===== config.mk =====
export PLATFORM = sky130hd
export DESIGN_NAME = mul_man_pipe
export DESIGN_NICKNAME = d
export VERILOG_FILES = /design/src/rtl/mac_pkg.sv /design/src/rtl/mul_man_pp.sv /design/src/rtl/mul_man_pipe.sv
export SDC_FILE = /design/constraint.sdc
export NUM_CORES = 1
export LEC_CHECK = 0
export ABC_AREA = 1
export CAP_MARGIN = 40
export CORE_MARGIN = 1.5
export CORE_UTILIZATION = 25
export CTS_BUF_LIST = sky130_fd_sc_hd__clkbuf_8
export DETAILED_ROUTE_END_ITERATION = 8
export RECOVER_POWER = 25
export SLEW_MARGIN = 20
export SYNTH_ARGS = -nofsm -noshare
export SYNTH_HDL_FRONTEND = slang
export SYNTH_HIERARCHICAL = 1
export SYNTH_SLANG_ARGS = --single-unit

===== constraint.sdc =====
create_clock -name clk -period 6.9 [get_ports clk]
set_input_delay 1.38 -clock clk [delete_from_list [all_inputs] [get_ports clk]]
set_output_delay 1.38 -clock clk [all_outputs]
set_load 0.05 [all_outputs]

===== src/rtl/mac_pkg.sv =====
// Shared definitions for the multiply/accumulate datapath: rounding-mode
// encodings and the rounding decision used by both the multiplier and adder paths.
package mac_pkg;

    typedef enum logic [1:0] {
        RND_TRUNC   = 2'd0,
        RND_HALF_UP = 2'd1,
        RND_RNE     = 2'd2
    } rnd_mode_e;

    // half: first discarded bit; sticky: OR of the discarded bits below it;
    // lsb: LSB of the kept field. Encoding 3 behaves as truncate.
    function automatic logic round_up(input logic [1:0] mode,
                                      input logic       half,
                                      input logic       sticky,
                                      input logic       lsb);
        logic up;
        case (mode)
            RND_HALF_UP: up = half;
            RND_RNE:     up = half & (sticky | lsb);
            default:     up = 1'b0;
        endcase
        return up;
    endfunction

endpackage


===== src/rtl/mul_man_pp.sv =====
// Combinational partial-product generator: op2 is split at SPLIT, and each
// half is multiplied by op1 at the width its product needs.
module mul_man_pp #(
    parameter int MAN_W = 12,
    parameter int SPLIT = 5
) (
    input  logic [MAN_W-1:0]         op1,
    input  logic [MAN_W-1:0]         op2,
    output logic [MAN_W+SPLIT-1:0]   pp_lo,
    output logic [2*MAN_W-SPLIT-1:0] pp_hi
);

    localparam int LO_W = MAN_W + SPLIT;
    localparam int HI_W = 2 * MAN_W - SPLIT;

    assign pp_lo = LO_W'(op1) * LO_W'(op2[SPLIT-1:0]);
    assign pp_hi = HI_W'(op1) * HI_W'(op2[MAN_W-1:SPLIT]);

endmodule


===== src/rtl/mul_man_pipe.sv =====
// Two-stage mantissa multiplier: stage 1 holds the partial products, stage 2
// holds the product's upper OUT_W bits rounded per the captured mode.
module mul_man_pipe
    import mac_pkg::*;
#(
    parameter int MAN_W = 12,
    parameter int OUT_W = 16,
    parameter int SPLIT = 5
) (
    input  logic             clk,
    input  logic             rst_n,
    input  logic             in_valid,
    output logic             in_ready,
    input  logic [MAN_W-1:0] op1,
    input  logic [MAN_W-1:0] op2,
    input  logic [1:0]       rnd_mode,
    output logic             out_valid,
    input  logic             out_ready,
    output logic [OUT_W-1:0] result,
    output logic             inexact
);

    localparam int P_W  = 2 * MAN_W;
    localparam int DW   = P_W - OUT_W;
    localparam int LO_W = MAN_W + SPLIT;
    localparam int HI_W = P_W - SPLIT;

    if (OUT_W < MAN_W || OUT_W > P_W || SPLIT < 1 || SPLIT >= MAN_W) begin : g_bad_param
        $fatal(1, "mul_man_pipe: illegal MAN_W/OUT_W/SPLIT combination");
    end

    logic [LO_W-1:0]  w_pp_lo;
    logic [HI_W-1:0]  w_pp_hi;
    logic             w_s1_load;
    logic             w_s2_load;
    logic [P_W-1:0]   w_prod;
    logic [OUT_W-1:0] w_trunc;
    logic             w_round_up;
    logic             w_inexact;

    logic             r_s1_valid;
    logic [LO_W-1:0]  r_pp_lo;
    logic [HI_W-1:0]  r_pp_hi;
    logic [1:0]       r_s1_rnd;
    logic             r_s2_valid;
    logic [OUT_W-1:0] r_result;
    logic             r_inexact;

    mul_man_pp #(.MAN_W(MAN_W), .SPLIT(SPLIT)) u_pp (
        .op1   (op1),
        .op2   (op2),
        .pp_lo (w_pp_lo),
        .pp_hi (w_pp_hi)
    );

    assign w_s2_load = !r_s2_valid || out_ready;
    assign w_s1_load = !r_s1_valid || w_s2_load;
    assign in_ready  = w_s1_load;
    assign out_valid = r_s2_valid;
    assign result    = r_result;
    assign inexact   = r_inexact;

    // Recombine the partial products into the full product and its kept field.
    always_comb begin
        w_prod  = P_W'(r_pp_lo) + (P_W'(r_pp_hi) << SPLIT);
        w_trunc = w_prod[P_W-1:DW];
    end

    if (DW == 0) begin : g_exact
        assign w_round_up = 1'b0;
        assign w_inexact  = 1'b0;
    end else begin : g_round
        localparam logic [DW-1:0] STICKY_MASK = {DW{1'b1}} >> 1;
        logic [DW-1:0] w_disc;

        // Rounding decision from the discarded field and the kept LSB.
        always_comb begin
            w_disc     = w_prod[DW-1:0];
            w_inexact  = |w_disc;
            w_round_up = round_up(r_s1_rnd, w_disc[DW-1], |(w_disc & STICKY_MASK), w_trunc[0]);
        end
    end

    // Stage 1: capture partial products and rounding mode on accept.
    always_ff @(posedge clk or negedge rst_n) begin
        if (!rst_n) begin
            r_s1_valid <= 1'b0;
            r_pp_lo    <= '0;
            r_pp_hi    <= '0;
            r_s1_rnd   <= 2'd0;
        end else if (w_s1_load) begin
            r_s1_valid <= in_valid;
            if (in_valid) begin
                r_pp_lo  <= w_pp_lo;
                r_pp_hi  <= w_pp_hi;
                r_s1_rnd <= rnd_mode;
            end
        end
    end

    // Stage 2: rounded result; data only moves when a valid item arrives so a stall holds it.
    always_ff @(posedge clk or negedge rst_n) begin
        if (!rst_n) begin
            r_s2_valid <= 1'b0;
            r_result   <= '0;
            r_inexact  <= 1'b0;
        end else if (w_s2_load) begin
            r_s2_valid <= r_s1_valid;
            if (r_s1_valid) begin
                r_result  <= w_trunc + OUT_W'(w_round_up);
                r_inexact <= w_inexact;
            end
        end
    end

endmodule


==> impl.org, run 1 <==
** Route
- # DRC :: 0
- The first detailed-routing pass took 5 iterations.
- Total wirelength of the detailed-routed design :: 19.90 mm
- Detail-routed net length per standard cell :: 11.38 µm
- Via density per instance :: 4.166
- Starting DRC count in detailed routing :: 347
- Across all layers, the routed design uses 7286 vias.
- Once detail routing completed, the nets flagged for antenna violations numbered 0.

** Run
- Number of max-cap violations :: 1

** STA
- In the finished design, the share of the clock period the worst path needs comes to 82.00%.
- Total count of max-transition violations in the final report :: 58
- For the final routed database, the setup TNS stands at 0 ns.
- In this run the tightest slew margin relative to its limit is -101.7%.
- Setup repair after global routing left no endpoint under its margin.
- Setup violations remaining at the end of the flow were counted as 0.
- The worst path needs 5.658 ns of the cycle, external delays included.
- Worst-case clock skew :: 0.007375 ns
- Timing would allow up to 176.7 MHz.
- The hold violation count in the final report came to 0.
- For the pin with the worst max-slew slack, the measured transition is 3.026 ns.

** Floorplan
- The die is 188.7 µm wide.
- Site row count :: 67
- Die H :: 188.7 µm
- Starting density of the core :: 25.53%
- The core region is 33780 µm².
- Num ports :: 49
- The die covers 35620 µm².

** Finish
- The area growth from synthesis to layout is 13.91%.
- Number of antenna repair diodes :: 0
- Multi-input gate area :: 5934 µm²
- Leading cell type in the layout, fill and taps excluded :: sky130_fd_sc_hd__nand2_1
- The sequential cells in the finished layout cover a total of 1426 µm².
- Leaving out fill and tap cells, the most frequent cells in the layout are 447 x sky130_fd_sc_hd__nand2_1, 297 x sky130_fd_sc_hd__inv_1, 80 x sky130_fd_sc_hd__fa_1, 78 x sky130_fd_sc_hd__ha_1.
- The filler cells instantiated in the layout total 3734.
- The net count of the finished layout is 1484.
- The post-route netlist has 6.995% of its cells at a drive strength greater than 1.
- Once layout is complete, the utilization of the core stands at 29.08%.
- The finished layout holds 1749 standard cells, fillers aside.

** Pwr
- Leakage power figure :: 5.828 nW
- Switching pwr :: 1.969 mW
- Across the VDD grid, the largest voltage drop is 0.0001466 V.
- In this run the power density over the cells is 373.2 nW/µm².
- Internal power contribution :: 1.697 mW
- Relative contribution of sequential cells to total power :: 15.5%
- Clock network fraction of total power :: 10.5%
- Of the total power, combinational logic draws 74.0%.
- Net switching is 53.71% of the power.

** Logic synthesis
- In this run, synthesis inferred 0 flip-flops with an integrated enable.
- The synthesized netlist occupies a cell area of 8625 µm².
- Counting every net in the synthesized netlist gives 1453.
- Proportion of netlist area held by the largest area contributor :: 19.50%
- Yosys printed 6 warnings.
- Average cell area after synthesis :: 6.818 µm²
- Sequential-to-total area share from yosys stat :: 16.54%
- After synthesis, the cell types taking the most area are sky130_fd_sc_hd__nand2_1 19%, sky130_fd_sc_hd__fa_1 19%, sky130_fd_sc_hd__dfrtp_1 17%.
- Number of distinct standard cells referenced by the synthesized netlist :: 37
- Seq cells post-synth :: 57
- In the synthesized netlist the async set-or-reset flop fraction comes to 100.0%.
- In the synthesized netlist the dominant register cell turns out to be sky130_fd_sc_hd__dfrtp_1.
- Yosys top cell by area :: sky130_fd_sc_hd__nand2_1
- Number of instances in the synthesized netlist :: 1265

** Placed design
- In this run the tool buffered the top-level ports with 48 buffer cells.
- Cells after DPL :: 1732
- Dpl hpwl :: 16.33 mm
- The congestion estimate from routability-driven global placement came to 0.8437.

** Worst hold path
- The worst hold path passes through 2 cells.
- For hold timing, the worst endpoint is result[11].
- The worst hold path belongs to the class flip-flop to flip-flop.
- Launch instance of the worst min-delay path :: result[11]

** Clock network
- The clock passes through at most 2 buffers.
- Gates resized during post-CTS repair numbered 0.
- In this run, post-CTS hold repair placed 0 buffers.
- Clock-pin slew was measured on the worst setup and hold paths at 0.07 ns.
- CTS saw 57 sinks.
- The H-tree was split into 3 levels.
- Master cell of the clock root buffer :: sky130_fd_sc_hd__clkbuf_8
- The number of clock buffers added by TritonCTS is 9.
- The clock reaches the later pin of the worst-skew pair after 0.34 ns.
- TritonCTS built the clock tree.
- Number of buffers inserted by post-CTS setup repair :: 0

** Worst setup path
- For this run, the slowest stage of the critical path takes 0.85 ns.
- In this run the critical register-to-register path is launched from r_pp_lo[5].
- Depth of the most critical reg-to-reg path :: 15
- Crit-path cells :: clkdlybuf4s50_1 -> nand2_1 -> fa_1 -> fa_1 -> inv_1 -> fa_1 -> inv_1 -> fa_1 -> inv_1 -> ha_1 -> nand2_1 -> nand3b_1 -> nand2_2 -> nand2_1 -> nand3_1 -> nand2_1 -> mux2_2
- Slowest library cell on the worst path :: sky130_fd_sc_hd__clkdlybuf4s50_1
- Startpoint Class :: input pin
- Capturing element type of the critical path :: flip-flop
- The setup check on the worst reg-to-reg path leaves a slack of 3.82 ns.
- In this run the critical register-to-register path is captured at result[8].
- Crit Path Category :: input pin to flip-flop
- Endpoint arrival time on the critical path :: 5.89 ns
- Crit path required time :: 7.13 ns
- The number of buffers and inverters on the critical path is 4.
- Critical path's top delay family :: adder cells
- Max Fanout on Critical Path :: 12

** Global routing
- Global-route wire length before repair :: 34.65 mm
- The total overflow left after global routing is 0.
- The via count of the first global-routing pass was 7060.
- GRT Util Overall :: 11.75%
- The number of antenna violations at the first check in global routing came to 0.
- Entering global routing, the biggest net connects 58 pins.

** Run status
- The checks that failed: max-capacitance violations, max-slew violations.
- The flow ran to the end, but the final reports show violations.
==> worst max-delay path by stage <==
| stage | startpoint | to | slack (ns) | cells past startpoint |
|---|---|---|---|---|
| 4_1_cts | op1[0] | r_pp_hi[11] | 1.26 | 17 |
| 3_5_place_dp | op1[0] | r_pp_hi[11] | 0.88 | 17 |
| 6_report | op1[1] | r_pp_hi[11] | 1.24 | 17 |
| 5_1_grt | op1[1] | r_pp_hi[13] | 1.01 | 20 |
| 2_1_floorplan | op1[0] | r_pp_hi[9] | 1.76 | 16 |
| 3_3_place_gp | op1[0] | r_pp_hi[11] | 0.92 | 17 |
==> layout make-up <==
type,count,share of cell area (%)
flip-flops and latches,57,14.52
inverters,305,11.65
multi-input cells,871,60.40
repair buffers,52,5.234
clock inverters,6,1.083
well taps,448,5.706
clock buffers,10,1.401
==> cells in the mapped netlist, types with 2 or more instances <==
cell and instances:
sky130_fd_sc_hd__nand2_2 13, sky130_fd_sc_hd__and2_4 2, sky130_fd_sc_hd__a31oi_1 2, sky130_fd_sc_hd__inv_1 296
sky130_fd_sc_hd__nand3_2 6, sky130_fd_sc_hd__nand3b_1 6, sky130_fd_sc_hd__o21ai_0 7, sky130_fd_sc_hd__mux2_2 27
sky130_fd_sc_hd__fa_1 80, sky130_fd_sc_hd__nor3_1 7, sky130_fd_sc_hd__nand4_1 7, sky130_fd_sc_hd__xnor2_1 4
sky130_fd_sc_hd__or2_0 2, sky130_fd_sc_hd__a21oi_1 31, sky130_fd_sc_hd__nand4_2 2, sky130_fd_sc_hd__inv_2 8
sky130_fd_sc_hd__clkbuf_1 27, sky130_fd_sc_hd__nor2_1 57, sky130_fd_sc_hd__nor2_2 2, sky130_fd_sc_hd__nand3_1 56
sky130_fd_sc_hd__xor2_1 17, sky130_fd_sc_hd__nand2_1 448, sky130_fd_sc_hd__nor2_4 4, sky130_fd_sc_hd__buf_1 4
sky130_fd_sc_hd__ha_1 78, sky130_fd_sc_hd__nor3_2 3, sky130_fd_sc_hd__and2_1 3, sky130_fd_sc_hd__dfrtp_1 57
==> state kept, by name, indices dropped and copies added, names as in the netlist <==
signal      count
inexact         1
out_valid       1
r_pp_hi        19
r_pp_lo        17
r_s1_rnd        2
r_s1_valid      1
result         16
==> worst min-delay path: cells and delay by family, from the launching register on <==
kind / cells / cell delay [ns]
flip-flops: 1 / 0.35
AND/OR/NAND/NOR: 2 / 0.10
==> power groups by stage <==
stage	combinational (mW)	clock (mW)	sequential [mW]
after floorplan	1.94	0	0.714
after CTS	2.73	0.396	0.572
after global placement	2.68	0	0.574
after global routing	3.13	0.408	0.591
final	2.71	0.386	0.569
after detailed placement	2.71	0	0.578
==> metal layers <==
layer | GRT usage (%) | vias up | routed length, µm | share of wire (%)
li1 | - | 3807 | - | -
met1 | 17.66 | 3355 | 10590 | 53
met2 | 18.27 | 110 | 8510 | 43
met3 | 1.192 | 14 | 621 | 3.1
met4 | 1.954 | 0 | 176 | 0.88
met5 | 0 | - | 0 | 0
==> kinds of logic (layout without fill, tap and decap cells) <==
logic type / after synthesis / after routing / synth area share, %
AO/OA/AOI/OAI: 43 / 43 / 2.611
buffers and inverters: 337 / 373 / 14.68
AND/OR/NAND/NOR: 622 / 622 / 30.63
XOR/XNOR: 21 / 21 / 2.133
flip-flops: 57 / 57 / 16.54
multiplexers: 27 / 27 / 3.525
adder cells (fa/ha/maj): 158 / 158 / 29.89
==> stage by stage <==
stage,area [µm²],hold WS (ns),worst slack [ns],power (mW)
2_1_floorplan,8625,0.4798,1.758,2.658
3_3_place_gp,9557,0.4663,0.9240,3.255
3_5_place_dp,9577,0.4696,0.8801,3.290
4_1_cts,9821,0.4868,1.255,3.699
5_1_grt,9824,0.5134,1.012,4.130
6_report,9824,0.4849,1.242,3.667
Power figures use the tool's default switching activity.
==> run 2: changes to the inputs <==
==> constraint.sdc (replaced) <==
create_clock -name clk -period 5.9 [get_ports clk]
set_input_delay 1.18 -clock clk [delete_from_list [all_inputs] [get_ports clk]]
set_output_delay 1.18 -clock clk [all_outputs]
set_load 0.05 [all_outputs]
==> impl.org, run 2 (same netlist as run 1, synthesis figures left out) <==
** Clock network
- Sinks on Clock Net :: 57
- CTS placed an instance of sky130_fd_sc_hd__clkbuf_8 at the clock tree root.
- The number of setup buffers added after CTS is 0.
- Later-pin clock latency in the skew report :: 0.34 ns
- Gates resized, CTS repair :: 0
- After clock tree synthesis, the flow added hold-fix buffers numbering 0.
- After clock tree synthesis, the clock-pin slew on the worst setup and hold paths is 0.07 ns.
- Counting along the longest clock path gives a buffer depth of 2.
- TritonCTS built the clock tree.
- TritonCTS Buffers :: 9
- The clock tree synthesis step divided the H-tree into 3 levels.

** Finish
- Number of flip-flops in the largest register :: 19
- Highest-count cells in the layout ignoring fill and taps :: 447 x sky130_fd_sc_hd__nand2_1, 297 x sky130_fd_sc_hd__inv_1, 80 x sky130_fd_sc_hd__fa_1, 78 x sky130_fd_sc_hd__ha_1
- Layout net count :: 1496
- Registers take 1426 µm².
- Cells with a size suffix above 1 make up 7.768% of the layout.
- The area growth from synthesis to layout is 14.36%.
- Multi-input gate area :: 5934 µm²
- 0 antenna diodes ended up in the layout.
- Leading cell type in the layout, fill and taps excluded :: sky130_fd_sc_hd__nand2_1
- Filler Cells Inserted :: 3676
- The finished layout holds 1761 standard cells, fillers aside.
- Largest register by flop count :: r_pp_hi
- Share of the core filled with cells :: 29.20%

** Route
- Vias :: 7230
- In the routed layout, each cell is associated on average with a via count of 4.106.
- Total wirelength of the detailed-routed design :: 19.56 mm
- Detail-routed net length per standard cell :: 11.11 µm
- After detailed routing, the number of remaining DRC violations is 0.
- Once detail routing completed, the nets flagged for antenna violations numbered 0.
- For this block, the initial DRC count from the detailed router was 266.
- First-pass iteration count of the detailed router :: 5

** Floorplan
- The die is 188.7 µm tall.
- Die ar. :: 35620 µm²
- Num ports :: 49
- Area inside the core boundary :: 33780 µm²
- Width of the chip :: 188.7 µm
- Starting density of the core :: 25.53%
- Site row count :: 67

** Worst hold path
- Sink of the worst hold path :: result[6]
- Worst hold path stage count :: 2
- Launch instance of the worst min-delay path :: result[6]
- The path class of the tightest hold or removal check is flip-flop to flip-flop.

** Placed design
- Cells after DPL :: 1744
- Port Buffer Count :: 48
- Routability congestion estimate :: 0.8228
- Dpl hpwl :: 16.67 mm
- Pre-CTS worst setup slack :: 0.1808 ns

** Worst setup path
- In this run the critical register-to-register path is captured at result[8].
- Slowest library cell on the worst path :: sky130_fd_sc_hd__clkdlybuf4s50_1
- Critical path's top delay family :: adder cells
- At the worst endpoint, the required time is 6.13 ns.
- Crit Path Category :: input pin to flip-flop
- Max Fanout on Critical Path :: 12
- The number of cells on the worst reg-to-reg path is 15.
- Endpoint arrival time on the critical path :: 5.59 ns
- Together, buffers and inverters on the worst path number 4.
- Crit-path cells :: clkdlybuf4s50_1 -> nand2_1 -> fa_1 -> fa_1 -> inv_1 -> fa_1 -> inv_1 -> fa_1 -> inv_1 -> ha_1 -> nand2_1 -> nand3b_1 -> nand2_2 -> nand2_1 -> nand3_1 -> nand2_1 -> mux2_2
- STA classifies the critical path endpoint as a flip-flop.
- On the worst path, the slowest cell contributes a delay of 0.76 ns.
- In this run the critical register-to-register path is launched from r_pp_lo[5].
- The worst setup path is launched from an input pin.
- Reg2reg setup slack :: 2.80 ns

** Run status
- Violated checks :: max-capacitance violations, max-slew violations
- The flow ran to the end, but the final reports show violations.

** STA
- Clock skew on the completed layout was measured at 0.006783 ns.
- Period Utilization, post-route :: 90.83%
- Actual transition at the worst max-transition pin :: 2.984 ns
- Timing-limited maximum frequency :: 186.6 MHz
- The hold violation count in the final report came to 0.
- Measured against its own limit, the worst slew margin works out to -98.93%.
- For the finished layout, the period the worst path requires is 5.359 ns.
- RSZ-0062 raised after global routing :: no
- Number of setup violations in the final report :: 0
- Final worst setup slack :: 0.5413 ns
- The number of pins exceeding their max-slew limit in the final report is 57.
- In the final timing run, aggregate negative setup slack is 0 ns.

** Global routing
- The via count of the first global-routing pass was 7114.
- Global routing used 11.43% of the available tracks.
- Global-route wire length before repair :: 34.00 mm
- Number of antenna violations at the first check in global routing :: 0
- After global routing the overflow that remains totals 0.
- Largest net degree at the start of global routing :: 58

** Pwr
- VDD IR-drop max :: 0.0001940 V
- Leakage power figure :: 5.858 nW
- Power density relative to cell area :: 424.9 nW/µm²

** Run
- Across the run, the number of max-cap violations was 1.
run 2: changes by cell type in the layout (fill, tap and decap cells not counted), sizes merged:
cell,before,now
buf,3,15
bufinv,3,1
clkinv,2,3
clkinvlp,1,2
run 2: report_power, final:
group	leakage [nW]	internal (mW)	total [mW]	switching, mW
clock network	0.0995	0.203	0.363	0.160
logic	5.08	1.14	3.16	2.02
registers	0.674	0.561	0.665	0.104
run 2: final cells by class:
type,instances,area share (%)
multi-input cells,871,60.17
flip-flops and latches,57,14.46
inverters,305,11.61
repair buffers,64,6.089
well taps,448,5.683
clock buffers,10,1.395
clock inverters,6,0.5962
run 2: routing by layer:
layer | GRT usage, % | part of all wire (%) | up-vias | wire length [µm]
met2 | 18.68 | 44 | 95 | 8597
met4 | 1.954 | 1.1 | 0 | 220
met5 | 0 | 0 | - | 0
met3 | 1.360 | 2.9 | 16 | 559
li1 | - | - | 3819 | -
met1 | 16.30 | 52 | 3300 | 10180
run 2: worst max path at each step:
stage	to	startpoint	slack [ns]	cells past startpoint
after detailed placement	r_pp_hi[11]	op2[11]	0.18	17
after global placement	r_pp_hi[17]	op2[11]	0.31	22
after global routing	r_pp_hi[14]	op2[10]	0.28	20
after floorplan	r_pp_hi[9]	op1[0]	0.96	16
after CTS	r_pp_hi[11]	op2[11]	0.55	17
final	r_pp_hi[11]	op2[11]	0.54	17
run 2: worst min-delay path, cell delays in order, from the launching register on:
cell and delay [ns]:
sky130_fd_sc_hd__dfrtp_1 0.34, sky130_fd_sc_hd__nand2_1 0.05, sky130_fd_sc_hd__nand2_1 0.05
run 2: per-stage QoR:
| stage | hold WS (ns) | power, mW | cell area [µm²] |
|---|---|---|---|
| CTS | 0.4832 | 4.239 | 9863 |
| detailed placement | 0.4661 | 3.854 | 9667 |
| finish | 0.4801 | 4.191 | 9863 |
| global placement | 0.4631 | 3.792 | 9647 |
| floorplan | 0.4798 | 3.109 | 8625 |
| global route | 0.5178 | 4.730 | 9863 |
==> run 3: changes to the inputs <==
--- a/config.mk
+++ b/config.mk
@@ -8,7 +8,7 @@
 export ABC_AREA = 1
 export CAP_MARGIN = 40
 export CORE_MARGIN = 1.5
-export CORE_UTILIZATION = 25
+export CORE_UTILIZATION = 26
 export CTS_BUF_LIST = sky130_fd_sc_hd__clkbuf_8
 export DETAILED_ROUTE_END_ITERATION = 8
 export RECOVER_POWER = 25
==> impl.org, run 3 (same netlist as run 1, synthesis figures left out) <==
** Clock network
- H-Tree Level Count :: 3
- Sinks on Clock Net :: 57
- At the later pin of the worst-skew pair, clock insertion delay measures 0.35 ns.
- Clock Tree Buf Depth :: 2
- Gates resized, CTS repair :: 0
- Once the clock tree was built, the setup fixing pass inserted 0 buffers.
- Clock transition at the registers of the reported paths :: 0.07 ns
- Master cell of the clock root buffer :: sky130_fd_sc_hd__clkbuf_8
- TritonCTS built the clock tree.
- TritonCTS Buffers :: 9
- Hold buffer count at cts :: 0

** Route
- In the routed layout, each cell is associated on average with a via count of 4.143.
- The first routing iteration left 251 violations.
- Across all layers, the routed design uses 7263 vias.
- For this block, the routed nets add up to 19.32 mm of wire.
- # DRC :: 0
- The first detailed-routing pass took 5 iterations.
- The detail route stage leaves a number of antenna-violating nets equal to 0.
- Detail-routed net length per standard cell :: 11.02 µm

** STA
- The smallest clock period supported by the final layout is computed as 5.335 ns.
- Smallest hold slack :: 0.4773 ns
- The hold violation count in the final report is 0.
- Measured against its own limit, the worst slew margin works out to -101.6%.
- Actual transition at the worst max-transition pin :: 3.024 ns
- The number of pins exceeding their max-slew limit in the final report is 58.
- RSZ-0062 raised after global routing :: no
- Derived from the worst setup path, the maximum achievable clock frequency is 187.5 MHz.
- Worst-case clock skew :: 0.005816 ns
- Period Utilization, post-route :: 90.42%
- Setup violations remaining at the end of the flow were counted as 0.
- Adding up every negative setup slack in the final design gives 0 ns.

** Worst hold path
- Worst hold path stage count :: 2
- The tightest min-delay check is of the flip-flop to flip-flop type.
- The startpoint identified for the worst hold timing path is result[1].
- The path with the worst hold slack has its endpoint at result[1].

** Pwr
- Leakage power figure :: 5.862 nW
- Gate power share :: 74.9%
- Of the total power, registers draw 15.8%.
- VDD IR-drop max :: 0.0001874 V
- Internal power contribution :: 1.934 mW
- Power density relative to cell area :: 427.6 nW/µm²
- The analysis attributes to net switching a power of 2.282 mW.
- Of the total power, the share spent switching nets is 54.13%.
- Clock network fraction of total power :: 9.3%

** Worst setup path
- CP Buf/Inv Count :: 4
- Endpoint arrival time on the critical path :: 5.57 ns
- Crit-path cells :: clkdlybuf4s50_1 -> nand2_1 -> fa_1 -> fa_1 -> inv_1 -> fa_1 -> inv_1 -> fa_1 -> inv_1 -> ha_1 -> nand2_1 -> nand3b_1 -> nand2_2 -> nand2_1 -> nand3_1 -> nand2_1 -> mux2_2
- Longest individual stage delay on the worst path :: 0.73 ns
- In this run the worst path has a maximum fanout of 12.
- Capturing element type of the critical path :: flip-flop
- Grouping stages by cell kind, the critical path spends the most delay in adder cells.
- Startpoint Class :: input pin
- The endpoint identified for the worst register-to-register timing path is result[8].
- Depth of the most critical reg-to-reg path :: 15
- Slowest library cell on the worst path :: sky130_fd_sc_hd__clkdlybuf4s50_1
- Across all register-to-register paths, the minimum setup slack is 2.78 ns.
- STA puts the critical path data required time at 6.14 ns.
- Worst R2R Start :: r_pp_hi[0]
- Crit Path Category :: input pin to flip-flop

** Global routing
- Entering global routing, the biggest net connects 58 pins.
- Across every metal layer, demand over resource in global routing totals 12.06%.
- The first global-routing pass estimated 33.75 mm of wire.
- The number of antenna violations at the first check in global routing was 0.
- Global routing finished with a remaining overflow of 0.
- The via count of the first global-routing pass was 7127.

** Placed design
- Port Buffer Count :: 48
- Routability congestion estimate :: 0.8286
- Cell area after placement :: 9652 µm²
- The HPWL after detailed placement is 16.44 mm.

** Finish
- Leaving out fill and tap cells, the most frequent cells in the layout are 447 x sky130_fd_sc_hd__nand2_1, 297 x sky130_fd_sc_hd__inv_1, 80 x sky130_fd_sc_hd__fa_1, 78 x sky130_fd_sc_hd__ha_1.
- For this run, the share of the core covered by cells in the final layout is 30.22%.
- After routing the design area is 9858 µm².
- The post-route netlist has 7.704% of its cells at a drive strength greater than 1.
- Area Overhead vs Synth :: 14.30%
- The repair_antennas step left the layout with diodes totalling 0.
- The net count of the finished layout is 1494.
- Leaving out fill and tap cells, the most frequent cell in the layout is sky130_fd_sc_hd__nand2_1.
- Number of flip-flops in the largest register :: 19
- Fill cells in the final layout number 3603.
- Ranked by flip-flop count, first place goes to r_pp_hi.

** Run status
- Outcome :: finished, violations left
- The final reports fail on max-capacitance violations, max-slew violations.

** Floorplan
- Die ar. :: 34270 µm²
- Starting density of the core :: 26.44%
- Num ports :: 49
- Measured along the x axis, the die boundary spans 185.1 µm.
- Area inside the core boundary :: 32620 µm²
- Site row count :: 66
- Measured along the y axis, the die boundary spans 185.1 µm.

** Run
- Max-cap violations in this run came to 1.
-- run 3: changes by cell type in the layout (fill, tap and decap cells not counted), sizes merged --
cell,change
clkinvlp,-1
clkbuf,-2
buf,-1
clkinv,+1
bufinv,+1
-- run 3: layout make-up --
cell class / count / area, µm² / area share, %
timing repair buffer: 62 / 589.3 / 5.978
tap: 442 / 553.0 / 5.610
clock buffer: 9 / 123.9 / 1.257
inverter: 305 / 1145 / 11.61
clock inverter: 7 / 86.33 / 0.8757
multi-input combinational: 871 / 5934 / 60.20
sequential: 57 / 1426 / 14.47
-- run 3: worst max-delay path by stage --
stage,from,endpoint,depth (start not counted)
CTS,op2[11],r_pp_hi[11],17
global placement,op2[10],r_pp_hi[17],20
global route,op2[11],r_pp_hi[17],22
floorplan,op1[0],r_pp_hi[9],16
finish,op2[11],r_pp_hi[11],17
detailed placement,op2[11],r_pp_hi[11],17
-- run 3: power groups by stage --
stage                     logic, mW  registers (mW)  clock network [mW]
after CTS                      3.18           0.668               0.411
after global placement         3.11           0.670                   0
final                          3.16           0.665               0.392
after global routing           3.63           0.687               0.426
after detailed placement       3.16           0.674                   0
after floorplan                2.27           0.835                   0
-- run 3: worst register-to-register path: cells and delay by family, from the launching register on --
family	cells	cell delay, ns
AOI/OAI and AO/OA	2	0.25
xor gates and xnor gates	1	0.12
adders and majority gates	4	1.13
buffers and inverters	1	0.06
DFF	1	0.36
and+or+nand+nor	7	1.06
-- run 3: stage by stage --
| stage | std cells | total power, mW | setup slack (ns) |
|---|---|---|---|
| after CTS | 1753 | 4.261 | 0.5960 |
| after floorplan | 1265 | 3.109 | 0.9584 |
| after detailed placement | 1737 | 3.834 | 0.2101 |
| after global placement | 1736 | 3.783 | 0.3061 |
| after global routing | 1753 | 4.745 | 0.3148 |
| final | 1753 | 4.216 | 0.5653 |
-- run 3: per-layer routing --
layer / wire length [µm] / track usage, % / vias to the layer above
met5: 0 / 0 / -
met4: 216 / 2.634 / 0
met3: 523 / 1.612 / 19
met2: 8486 / 19.80 / 108
met1: 10100 / 16.79 / 3318
li1: - / - / 3818
